$ cat src/rtl/pixel_cache_pkg.sv
// pixel_cache_pkg
//   Shared definitions for the 3x3 pixel cache frame sequencer.
//   - state_t : sequencer states (IDLE, CLEAR, RUN, DRAIN, DONE)
//   - PIX_W   : pixel width in bits
//   - WIN_W   : width of the flattened 3x3 cache window
//   - col_w() / row_w() : counter widths for a given image width / height
package pixel_cache_pkg;

  typedef enum logic [2:0] {
    IDLE  = 3'd0,
    CLEAR = 3'd1,
    RUN   = 3'd2,
    DRAIN = 3'd3,
    DONE  = 3'd4
  } state_t;

  localparam int PIX_W = 8;
  localparam int WIN_W = 72;

  // Width of a column index for an image n pixels wide (at least 1 bit).
  function automatic int col_w(input int n);
    return (n > 1) ? $clog2(n) : 1;
  endfunction

  // Width of a row index for an image h rows tall (at least 1 bit).
  function automatic int row_w(input int h);
    return (h > 1) ? $clog2(h) : 1;
  endfunction

endpackage

$ cat src/rtl/pixel_cache_ctrl_module_raster.sv
// raster_counter_module
//   Row/column position of the next pixel in a raster scan of an N x H frame.
//   Ports:
//     clk  : rising-edge clock
//     rst  : synchronous active-low reset
//     en   : advance one pixel (column first, row on column wrap)
//     clr  : synchronous return to (0,0)
//     row  : row of the next pixel
//     col  : column of the next pixel
//     last : next pixel is the final one of the frame, (H-1, N-1)
module raster_counter_module
  import pixel_cache_pkg::*;
#(
  parameter int N = 32,
  parameter int H = 32
) (
  input  logic                clk,
  input  logic                rst,
  input  logic                en,
  input  logic                clr,
  output logic [row_w(H)-1:0] row,
  output logic [col_w(N)-1:0] col,
  output logic                last
);

  localparam int COL_W = col_w(N);
  localparam int ROW_W = row_w(H);

  // Raster position: column wraps at N-1 and carries into the row, which wraps at H-1.
  always_ff @(posedge clk) begin
    if (!rst) begin
      row <= ROW_W'(0);
      col <= COL_W'(0);
    end else if (clr) begin
      row <= ROW_W'(0);
      col <= COL_W'(0);
    end else if (en) begin
      if (col == COL_W'(N - 1)) begin
        col <= COL_W'(0);
        if (row == ROW_W'(H - 1)) begin
          row <= ROW_W'(0);
        end else begin
          row <= row + ROW_W'(1);
        end
      end else begin
        col <= col + COL_W'(1);
      end
    end else begin
      row <= row;
      col <= col;
    end
  end

  assign last = (row == ROW_W'(H - 1)) && (col == COL_W'(N - 1));

endmodule

$ cat src/rtl/pixel_cache_ctrl_module.sv
// pixel_cache_ctrl_module
//   Frame sequencer for the 3x3 pixel cache (line-buffer window generator).
//   Accepts a raster pixel stream, drives the cache load strobe/data with no
//   added latency, and flags the cycles where the cache window holds a full
//   3x3 neighbourhood, holding the stream while the consumer stalls.
//   Ports:
//     clk, rst                  : clock, synchronous active-low reset
//     start_i                   : begin a frame (only honoured in IDLE)
//     pix_valid_i/pix_data_i    : input pixel stream
//     pix_ready_o               : pixel accepted this cycle when valid
//     cache_clr_o               : one-cycle clear to the cache at frame start
//     cache_load_o/cache_data_o : cache load strobe and data
//     win_valid_o/win_ready_i   : window handshake with the consumer
//     win_row_o/win_col_o       : centre coordinates of the flagged window
//     busy_o                    : high outside IDLE
//     done_o                    : one-cycle end-of-frame pulse
//   Optional (PIXEL_CACHE_FRAME_CHECK_EN defined):
//     pix_last_i                : end-of-frame marker from the source
//     frame_err_o               : sticky marker mismatch, cleared in CLEAR
module pixel_cache_ctrl_module
  import pixel_cache_pkg::*;
#(
  parameter int N = 32,
  parameter int H = 32
) (
  input  logic                clk,
  input  logic                rst,
  input  logic                start_i,
  input  logic                pix_valid_i,
  input  logic [PIX_W-1:0]    pix_data_i,
`ifdef PIXEL_CACHE_FRAME_CHECK_EN
  input  logic                pix_last_i,
  output logic                frame_err_o,
`endif
  output logic                pix_ready_o,
  output logic                cache_clr_o,
  output logic                cache_load_o,
  output logic [PIX_W-1:0]    cache_data_o,
  output logic                win_valid_o,
  input  logic                win_ready_i,
  output logic [row_w(H)-1:0] win_row_o,
  output logic [col_w(N)-1:0] win_col_o,
  output logic                busy_o,
  output logic                done_o
);

  localparam int COL_W = col_w(N);
  localparam int ROW_W = row_w(H);

  state_t             state_r;
  logic               cache_clr_r;
  logic               busy_r;
  logic               done_r;
  logic               win_valid_r;
  logic [ROW_W-1:0]   win_row_r;
  logic [COL_W-1:0]   win_col_r;

  logic               pix_ready_s;
  logic               accept_s;
  logic               qualify_s;
  logic               counter_clr_s;
  logic [ROW_W-1:0]   row_s;
  logic [COL_W-1:0]   col_s;
  logic               last_s;

  raster_counter_module #(
    .N (N),
    .H (H)
  ) u_raster (
    .clk  (clk),
    .rst  (rst),
    .en   (accept_s),
    .clr  (counter_clr_s),
    .row  (row_s),
    .col  (col_s),
    .last (last_s)
  );

  // Handshake decode; a pending unaccepted window freezes the stream so the
  // cache contents stay put while the consumer stalls.
  always_comb begin
    pix_ready_s   = 1'b0;
    counter_clr_s = 1'b0;
    if (state_r == RUN) begin
      pix_ready_s = !win_valid_r || win_ready_i;
    end else begin
      pix_ready_s = 1'b0;
    end
    if (state_r == CLEAR) begin
      counter_clr_s = 1'b1;
    end else begin
      counter_clr_s = 1'b0;
    end
    accept_s  = pix_valid_i && pix_ready_s;
    // Columns 0 and 1 would pair pixels from two different rows, so only
    // c >= 2 (and r >= 2) completes a real neighbourhood.
    qualify_s = accept_s && (row_s >= ROW_W'(2)) && (col_s >= COL_W'(2));
  end

  // Frame sequencer: state plus the registered clear/busy/done strobes.
  always_ff @(posedge clk) begin
    if (!rst) begin
      state_r     <= IDLE;
      cache_clr_r <= 1'b0;
      busy_r      <= 1'b0;
      done_r      <= 1'b0;
    end else begin
      cache_clr_r <= 1'b0;
      done_r      <= 1'b0;
      case (state_r)
        IDLE: begin
          if (start_i) begin
            state_r     <= CLEAR;
            cache_clr_r <= 1'b1;
            busy_r      <= 1'b1;
          end else begin
            state_r <= IDLE;
          end
        end
        CLEAR: begin
          state_r <= RUN;
        end
        RUN: begin
          if (accept_s && last_s) begin
            state_r <= DRAIN;
          end else begin
            state_r <= RUN;
          end
        end
        DRAIN: begin
          if (win_valid_r && win_ready_i) begin
            state_r <= DONE;
            done_r  <= 1'b1;
          end else begin
            state_r <= DRAIN;
          end
        end
        DONE: begin
          state_r <= IDLE;
          busy_r  <= 1'b0;
        end
        default: begin
          state_r <= IDLE;
          busy_r  <= 1'b0;
        end
      endcase
    end
  end

  // Window flag and centre: a qualifying accept wins over a consumer accept
  // in the same cycle, so back-to-back windows need no idle cycle.
  always_ff @(posedge clk) begin
    if (!rst) begin
      win_valid_r <= 1'b0;
      win_row_r   <= ROW_W'(0);
      win_col_r   <= COL_W'(0);
    end else if (state_r == CLEAR) begin
      win_valid_r <= 1'b0;
      win_row_r   <= ROW_W'(0);
      win_col_r   <= COL_W'(0);
    end else if (qualify_s) begin
      win_valid_r <= 1'b1;
      win_row_r   <= row_s - ROW_W'(1);
      win_col_r   <= col_s - COL_W'(1);
    end else if (win_ready_i) begin
      win_valid_r <= 1'b0;
    end else begin
      win_valid_r <= win_valid_r;
    end
  end

`ifdef PIXEL_CACHE_FRAME_CHECK_EN
  logic frame_err_r;

  // Sticky end-of-frame marker check; it observes accepts but never steers them.
  always_ff @(posedge clk) begin
    if (!rst) begin
      frame_err_r <= 1'b0;
    end else if (state_r == CLEAR) begin
      frame_err_r <= 1'b0;
    end else if (accept_s && (pix_last_i != last_s)) begin
      frame_err_r <= 1'b1;
    end else begin
      frame_err_r <= frame_err_r;
    end
  end

  assign frame_err_o = frame_err_r;
`endif

  // The cache captures on the accepting edge, so load/data are driven straight
  // from the handshake.
  assign pix_ready_o  = pix_ready_s;
  assign cache_load_o = accept_s;
  assign cache_data_o = accept_s ? pix_data_i : {PIX_W{1'b0}};
  assign cache_clr_o  = cache_clr_r;
  assign win_valid_o  = win_valid_r;
  assign win_row_o    = win_row_r;
  assign win_col_o    = win_col_r;
  assign busy_o       = busy_r;
  assign done_o       = done_r;

endmodule

$ cat config.mk
export PLATFORM = sky130hd
export DESIGN_NAME = pixel_cache_ctrl_module
export DESIGN_NICKNAME = d
export VERILOG_FILES = /design/src/rtl/pixel_cache_pkg.sv /design/src/rtl/pixel_cache_ctrl_module_raster.sv /design/src/rtl/pixel_cache_ctrl_module.sv
export SDC_FILE = /design/constraint.sdc
export NUM_CORES = 1
export LEC_CHECK = 0
export CAP_MARGIN = 20
export CORE_MARGIN = 2
export CORE_UTILIZATION = 25
export DETAILED_ROUTE_END_ITERATION = 8
export PLACE_DENSITY = 0.59
export SYNTH_ARGS = -nofsm -noshare
export SYNTH_HDL_FRONTEND = slang
export SYNTH_SLANG_ARGS = --single-unit
$ cat constraint.sdc
create_clock -name clk -period 1.9 [get_ports clk]
set_clock_uncertainty 0.1 [all_clocks]
set_input_delay 0.38 -clock clk [delete_from_list [all_inputs] [get_ports clk]]
set_output_delay 0.38 -clock clk [all_outputs]
set_load 0.02 [all_outputs]
==> impl_summary.md, run 1 <==
Synthesis
The cell count after synthesis came out at 164. Sequential cells were found to cover 38.8% of the synthesized design area. Summing every instance area after synthesis gives 1390 um^2. The number of nets produced by synthesis is 185. The netlist uses 35 different library cells. After synthesis, the share of flip-flops with an asynchronous set or reset is 0%.

Counting flops with a built-in enable in the synthesized netlist gives 0. The post-synthesis area per instance is 8.50 um^2. For this run, the number of Yosys warnings is 0. The most common flop cell mapped by yosys is sky130_fd_sc_hd__dfxtp_1.

The register bit total from synthesis is 27.

Floorplanning
During I/O placement, the number of pins put on the boundary was 37. Measured along the y axis, the die boundary spans 78.7 um. The floorplan die area is 6190 um^2.

The floorplan step set the die width to 78.7 um. The number of core rows is 27. The starting density of the core is 25.6%. The total core area is 5440 um^2.

Setup path
The category of the worst setup path capture point is a primary output. By startpoint and endpoint, the worst setup path is classified as flip-flop to primary output. In this run the worst path has a maximum fanout of 8.

The cell family contributing the most delay on the critical path is simple AND/OR/NAND/NOR gates. Traced cell by cell, the critical path runs through nor4bb_4 > buf_6 > and3_1 > buf_4. The combined buffer and inverter count along the critical path is 2. The worst setup path is launched from a flip-flop. At the worst endpoint, the arrival time is 1380 ps. The stage delay of the slowest cell on the critical path is 340 ps. The data required time of the critical path is 1420 ps. The standard cell with the maximum stage delay on the critical path is sky130_fd_sc_hd__dfxtp_2.

Global route
The first global-routing pass estimated 5.84 mm of wire. The initial antenna violation count is 0. The via count of the first global-routing pass came to 1,342. Global routing used 11.6% of the available tracks across all layers.

For this run the aggregate overflow at the end of global routing stands at 0. The largest net degree at the start of global routing is 22.

Final layout
The number of nets in the layout is 249. 0 antenna diodes ended up in the layout. The signed area change from the synthesized netlist to the final layout is 61.0%. The core occupancy in the finished layout is 41.2%. In the final layout, the share of cells above drive strength 1 is 34.8%.

Drt
The via count normalized by instance count is 4.72. The routed length per placed instance is 11.7 um. The number of DRC violations after detailed-routing iteration 0 is 38. Summed over all layers, the routed wires come to 3.49 mm.

After detailed routing, the number of remaining DRC violations is 0. The vias after detailed routing is 1,411. The detail route stage leaves a number of antenna-violating nets equal to 0. The number of detailed-route iterations in the first pass is 2.

Timing
The slew of the pin with the lowest slew margin is 269 ps. Setup repair after global routing could not meet its margin everywhere. For the finished layout, the period the worst path requires is 1860 ps. The total count of hold-check failures in the final report is 0.

Measured against its own limit, the worst slew margin works out to 81.9%. The peak clock frequency supported by timing is 537 MHz. Of the available clock period, the critical path in the final layout requires 98.0%. Setup slack closes at 38.1 ps.

The total setup violations reported at the end of the flow is 0. The final-report max-slew violation count is 0.

Clocking
The clock-pin slew reported for the worst setup and hold paths after clock tree synthesis is 90 ps. TritonCTS built the clock tree. The depth of the CTS H-tree is 1. The later pin in the worst-skew pair is clocked with a latency of 270 ps. The clock tree buffer depth is 2. The number of clock buffers added by TritonCTS is 3. The total clock sinks is 27. The root buffer cell is sky130_fd_sc_hd__clkbuf_8.

Run
The number of maximum-capacitance violations is 0.

Place
Once detailed placement completed, the half-perimeter wirelength came to 2.61 mm. Before CTS, the worst setup slack after placement is -765 ps. Port buffering added 36 buffers. The congestion estimate from routability-driven global placement came to 0.762.

Pwr
The leakage power figure is 0.854 nW. VDD sags by at most 0.243 mV. Summing internal, switching and leakage power gives 1.05 mW. Power spread over the standard cell area amounts to 468 nW/um^2.

Run status
The flow ran to the end, and the final reports show no timing, DRC or antenna violations.

Min path
The tightest min-delay check is of the flip-flop to flip-flop type.
==> Yosys cell counts, types with 2 or more instances <==
master,count,area [um^2]
sky130_fd_sc_hd__a211oi_1,8,60.1
sky130_fd_sc_hd__a21oi_1,14,70.1
sky130_fd_sc_hd__a31oi_1,11,68.8
sky130_fd_sc_hd__and3_1,10,62.6
sky130_fd_sc_hd__buf_2,2,10.0
sky130_fd_sc_hd__clkbuf_1,7,26.3
sky130_fd_sc_hd__dfxtp_1,27,541
sky130_fd_sc_hd__ha_1,8,100
sky130_fd_sc_hd__inv_1,6,22.5
sky130_fd_sc_hd__nand2_1,11,41.3
sky130_fd_sc_hd__nand2b_1,2,12.5
sky130_fd_sc_hd__nand3_1,6,30.0
sky130_fd_sc_hd__nand4_1,2,12.5
sky130_fd_sc_hd__nor2_1,11,41.3
sky130_fd_sc_hd__nor3_1,3,15.0
sky130_fd_sc_hd__nor4_1,3,18.8
sky130_fd_sc_hd__o21ai_0,4,20.0
sky130_fd_sc_hd__o31ai_1,3,22.5
sky130_fd_sc_hd__or2_1,2,12.5
sky130_fd_sc_hd__or4_1,4,30.0
sky130_fd_sc_hd__or4b_1,2,20.0
sky130_fd_sc_hd__xnor2_1,4,35.0
sky130_fd_sc_hd__xor2_1,2,17.5
==> worst reg2reg max path, cell delays in order (launching register included) <==
cell and delay, ps:
sky130_fd_sc_hd__dfxtp_2 360, sky130_fd_sc_hd__ha_2 190, sky130_fd_sc_hd__and3_4 190, sky130_fd_sc_hd__ha_4 160
sky130_fd_sc_hd__nand3_4 110, sky130_fd_sc_hd__or4_1 500, sky130_fd_sc_hd__a21oi_2 140
==> cell families after synthesis <==
family	Yosys count	synth area share, %
simple gates	66	27.4
compound gates	40	17.3
flops	27	38.8
buf+inv	17	5.57
fa+ha+maj	8	7.18
xor+xnor	6	3.77
==> per-layer routing <==
metal / global-route usage (%) / share of wire, % / up-vias / wire length (um)
met5: 0 / 0 / - / 0
met2: 19.3 / 46 / 35 / 1620
met1: 15.2 / 48 / 643 / 1680
met4: 4.21 / 1.4 / 0 / 49
li1: - / - / 729 / -
met3: 1.72 / 4.1 / 4 / 142
==> path summary, 6_finish.rpt <==
| path | start | to | slack [ps] | depth (start not counted) |
|---|---|---|---|---|
| setup / recovery | state_r[0] | cache_data_o[7] | 40 | 4 |
| hold / removal | busy_o | busy_o | 380 | 2 |
| setup reg to reg | u_raster.col[0] | u_raster.row[3] | 90 | 6 |
| hold reg to reg | busy_o | busy_o | 380 | 2 |
==> cells in the final DEF (no fill, tap or decap), types with 3 or more instances in the layout <==
cell type	instances
sky130_fd_sc_hd__buf_4	32
sky130_fd_sc_hd__buf_6	11
sky130_fd_sc_hd__a21oi_1	11
sky130_fd_sc_hd__inv_1	5
sky130_fd_sc_hd__nor4_1	3
sky130_fd_sc_hd__xnor2_1	4
sky130_fd_sc_hd__nor3_1	3
sky130_fd_sc_hd__nor2_1	11
sky130_fd_sc_hd__a211oi_1	8
sky130_fd_sc_hd__o21ai_0	4
sky130_fd_sc_hd__and3_4	8
sky130_fd_sc_hd__a21oi_2	3
sky130_fd_sc_hd__clkbuf_8	3
sky130_fd_sc_hd__nand3_1	6
sky130_fd_sc_hd__nand2_1	11
sky130_fd_sc_hd__dfxtp_2	6
sky130_fd_sc_hd__a31oi_1	10
sky130_fd_sc_hd__dfxtp_1	21
sky130_fd_sc_hd__clkdlybuf4s50_1	24
sky130_fd_sc_hd__ha_1	5
==> layout make-up <==
class / instances / area (um^2)
Clock buffer: 4 / 45.0
Sequential cell: 27 / 548
Multi-Input combinational cell: 120 / 911
Inverter: 6 / 22.5
Timing Repair Buffer: 70 / 627
Fill cell: 571 / 3200
Tap cell: 72 / 90.1
==> report_power, final <==
group / internal, mW / total, mW / switching [mW]
logic: 0.0762 / 0.148 / 0.0718
registers: 0.574 / 0.580 / 0.00529
clock network: 0.150 / 0.323 / 0.173
total: 0.801 / 1.05 / 0.250
==> registers in the layout, summed over array words and instances, names as in the netlist <==
register / count
win_row_o: 5
state_r: 3
u_raster.col: 5
cache_clr_o: 1
win_col_o: 5
done_o: 1
busy_o: 1
win_valid_o: 1
u_raster.row: 5
==> stage by stage <==
step           cell area, um^2  hold WS [ps]  setup TNS, ps  cells
2_1_floorplan             1400           385              0    164
3_3_place_gp              2040           359         -16140    293
3_5_place_dp              2040           359         -14920    293
4_1_cts                   2160           382              0    297
5_1_grt                   2240           413           -435    299
6_report                  2240           376              0    299
==> timing repair <==
item,CTS,global route
gates resized for setup,72,21
hold endpoints to repair,0,0
buffers inserted,0,2
pin swaps,7,5
hold buffers,0,0
endpoints found under the setup margin,28,26
Power figures use the tool's default switching activity.
==> run 2: changes to the inputs <==
Settings changed: CORE_ASPECT_RATIO set to 1.25.
==> impl_summary.md, run 2 (synthesis results as in run 1) <==
Global route
The total global-route track usage was 12.0% (was 11.6%). The global-route wire length before repair came to 6.10 mm (was 5.84 mm). The via count of the first global-routing pass is 1,420 (was 1,342). The remaining global-route overflow came to 0 (unchanged). The largest net degree at the start of global routing is 22 (unchanged). The initial antenna violation count was 0 (unchanged).

Setup path
The critical path's top delay family is simple AND/OR/NAND/NOR gates (unchanged). The data required time of the critical path is 1420 ps (about the same). The path type of the worst setup path is flip-flop to primary output (unchanged).

The kind of launch point of the worst setup path is a flip-flop (unchanged). The startpoint of the lowest-slack register-to-register path is u_raster.col[1] (was u_raster.col[0]). Crit path cell chain: nor4bb_4 > buf_4 > and3_4 > buf_6 (was nor4bb_4 > buf_6 > and3_1 > buf_4). The maximum fanout along the worst path came to 5 (was 8). The setup slack on the worst flop-to-flop path is 50 ps (was 90 ps).

The endpoint arrival time on the critical path is 1380 ps (about the same). The standard cell with the maximum stage delay on the critical path is sky130_fd_sc_hd__dfxtp_2 (unchanged). The worst reg2reg path endpoint was u_raster.col[2] (was u_raster.row[3]). The stage delay of the slowest cell on the critical path is 350 ps (was 340 ps).

The number of cells traversed by the worst register-to-register path is 6 (unchanged). The category of the worst setup path capture point is a primary output (unchanged). The combined buffer and inverter count along the critical path is 2 (unchanged).

Clocking
The root buffer cell is sky130_fd_sc_hd__clkbuf_8 (unchanged). The insertion delay to the later sink of the worst-skew pair is 270 ps (about the same). The depth of the CTS H-tree is 1 (unchanged).

The total clock sinks is 27 (unchanged). The total CTS buffers is 3 (unchanged). The CTS tree was built (unchanged). The number of hold-repair buffers added at the cts stage came to 0 (unchanged).

The clock-pin slew reported for the worst setup and hold paths after clock tree synthesis came to 90 ps (about the same). The clock tree buffer depth is 2 (unchanged).

Min path
The beginning of the worst hold path is win_col_o[0] (was busy_o). The worst min-delay path endpoint is win_col_o[0] (was busy_o). The hold path depth is 2 (unchanged). The classification of the worst-slack hold path is flip-flop to flip-flop (unchanged).

Timing
The slew of the pin with the lowest slew margin came to 276 ps (was 269 ps). The final clock period utilization by the worst path is 97.8% (was 98.0%). The final critical-path required period came to 1860 ps (about the same).

The total negative setup slack is 0 ps (unchanged). The peak clock frequency supported by timing is 538 MHz (was 537 MHz). The total count of hold-check failures in the final report is 0 (unchanged). Setup repair after global routing missed its margin: true (unchanged). The worst relative slew slack was 81.6% (was 81.9%). The final-layout worst hold slack was 386 ps (was 376 ps). The total setup violations reported at the end of the flow is 0 (unchanged). The final-report max-slew violation count is 0 (unchanged).

Place
The count of buffers from port buffering is 36 (unchanged). The routability congestion estimate was 0.764 (was 0.762). The HPWL after detailed placement is 2.50 mm (was 2.61 mm). The placed standard-cell area is 2000 um^2 (was 2040 um^2).

Run
The number of maximum-capacitance violations is 0 (unchanged).

Floorplanning
The number of top-level design ports is 37 (unchanged). The total core area is 5410 um^2 (was 5440 um^2). The vertical extent of the die was 87.5 um (was 78.7 um). The number of core rows is 30 (was 27). The floorplan die area came to 6190 um^2 (about the same). The starting density of the core came to 25.8% (was 25.6%). The horizontal die dimension is 70.8 um (was 78.7 um).

Final layout
The final non-filler cell area is 2280 um^2 (was 2240 um^2). The number of nets in the layout is 249 (unchanged). The signed area change from the synthesized netlist to the final layout is 63.5% (was 61.0%). The fraction of layout instances using a drive strength above 1 is 35.7% (was 34.8%). Most frequent cells in the layout: sky130_fd_sc_hd__buf_4, sky130_fd_sc_hd__clkdlybuf4s50_1, sky130_fd_sc_hd__dfxtp_1 (unchanged). The total inserted antenna cells came to 0 (unchanged). The most frequent standard cell in the layout excluding fill and tap cells is sky130_fd_sc_hd__buf_4 (unchanged).

Drt
The final antenna-violating net count came to 0 (unchanged). The number of DRC violations after detailed-routing iteration 0 is 47 (was 38). The post-detailed-route DRC marker count came to 0 (unchanged). The via count normalized by instance count is 4.89 (was 4.72). The number of detailed-route iterations in the first pass came to 4 (was 2). The total wire length is 3.63 mm (was 3.49 mm). The vias after detailed routing was 1,423 (was 1,411). The routed length per placed instance came to 12.5 um (was 11.7 um).

Pwr
The maximum resistive drop on vdd was 0.253 mV (was 0.243 mV). The power per cell area is 464 nW/um^2 (was 468 nW/um^2). The leakage power figure came to 0.858 nW (was 0.854 nW). The overall power after layout was 1.06 mW (was 1.05 mW).

Run status
Outcome: completed (unchanged).
-- run 2: changes by cell type in the layout (fill, tap and decap cells not counted), moves of 2 or more --
cell,previous run,this run
sky130_fd_sc_hd__buf_6,11,13
sky130_fd_sc_hd__nor4_1,3,1
sky130_fd_sc_hd__nor4_2,0,2
sky130_fd_sc_hd__a31oi_4,0,3
sky130_fd_sc_hd__a31oi_1,10,8
sky130_fd_sc_hd__dfxtp_2,6,4
sky130_fd_sc_hd__buf_4,32,30
-- run 2: layout make-up --
class                           count  area (um^2)
Sequential cell                    27          549
Timing Repair Buffer               70          634
Multi-Input combinational cell    120          947
Tap cell                           64         80.1
Clock buffer                        4         45.0
Inverter                            6         22.5
Fill cell                         569         3130
-- run 2: worst max path at each step --
stage,startpoint,to,depth (start not counted)
floorplan,u_raster.col[1],u_raster.row[3],7
global placement,pix_valid_i,cache_data_o[3],5
detailed placement,pix_valid_i,cache_data_o[1],5
CTS,state_r[1],cache_data_o[1],4
global route,state_r[0],cache_data_o[6],4
finish,state_r[0],cache_data_o[6],4
-- run 2: metal layers --
metal	up-vias	share of wire, %	track usage [%]
li1	726	-	-
met1	661	43	13.7
met2	34	52	21.8
met3	2	3.7	1.97
met4	0	1.1	5.32
met5	-	0	0
-- run 2: worst min-delay path, cell delays in order (launching register included) --
cell and delay (ps):
sky130_fd_sc_hd__dfxtp_1 320, sky130_fd_sc_hd__o31ai_1 60, sky130_fd_sc_hd__a21oi_1 60
-- run 2: what timing repair did --
item	CTS	global route
pin swaps	10	5
setup buffers	2	2
setup endpoints to repair	24	19
resized for setup	79	20
gates cloned	1	0
-- run 2: stage by stage --
stage | util (%) | instances | setup WS (ps)
finish | 42.2 | 291 | 42.1
detailed placement | 37.1 | 282 | -693
floorplan | - | 164 | 0.213
CTS | 39.8 | 289 | -3.89
global placement | 37.1 | 282 | -630
global route | 42.2 | 291 | -53.1
-- run 2: power by group --
| part | leakage (nW) | total, mW | switching (mW) | internal [mW] |
|---|---|---|---|---|
| Clock | 0.0228 | 0.328 | 0.178 | 0.150 |
| Sequential | 0.221 | 0.578 | 0.00539 | 0.573 |
| Combinational | 0.615 | 0.150 | 0.0720 | 0.0781 |
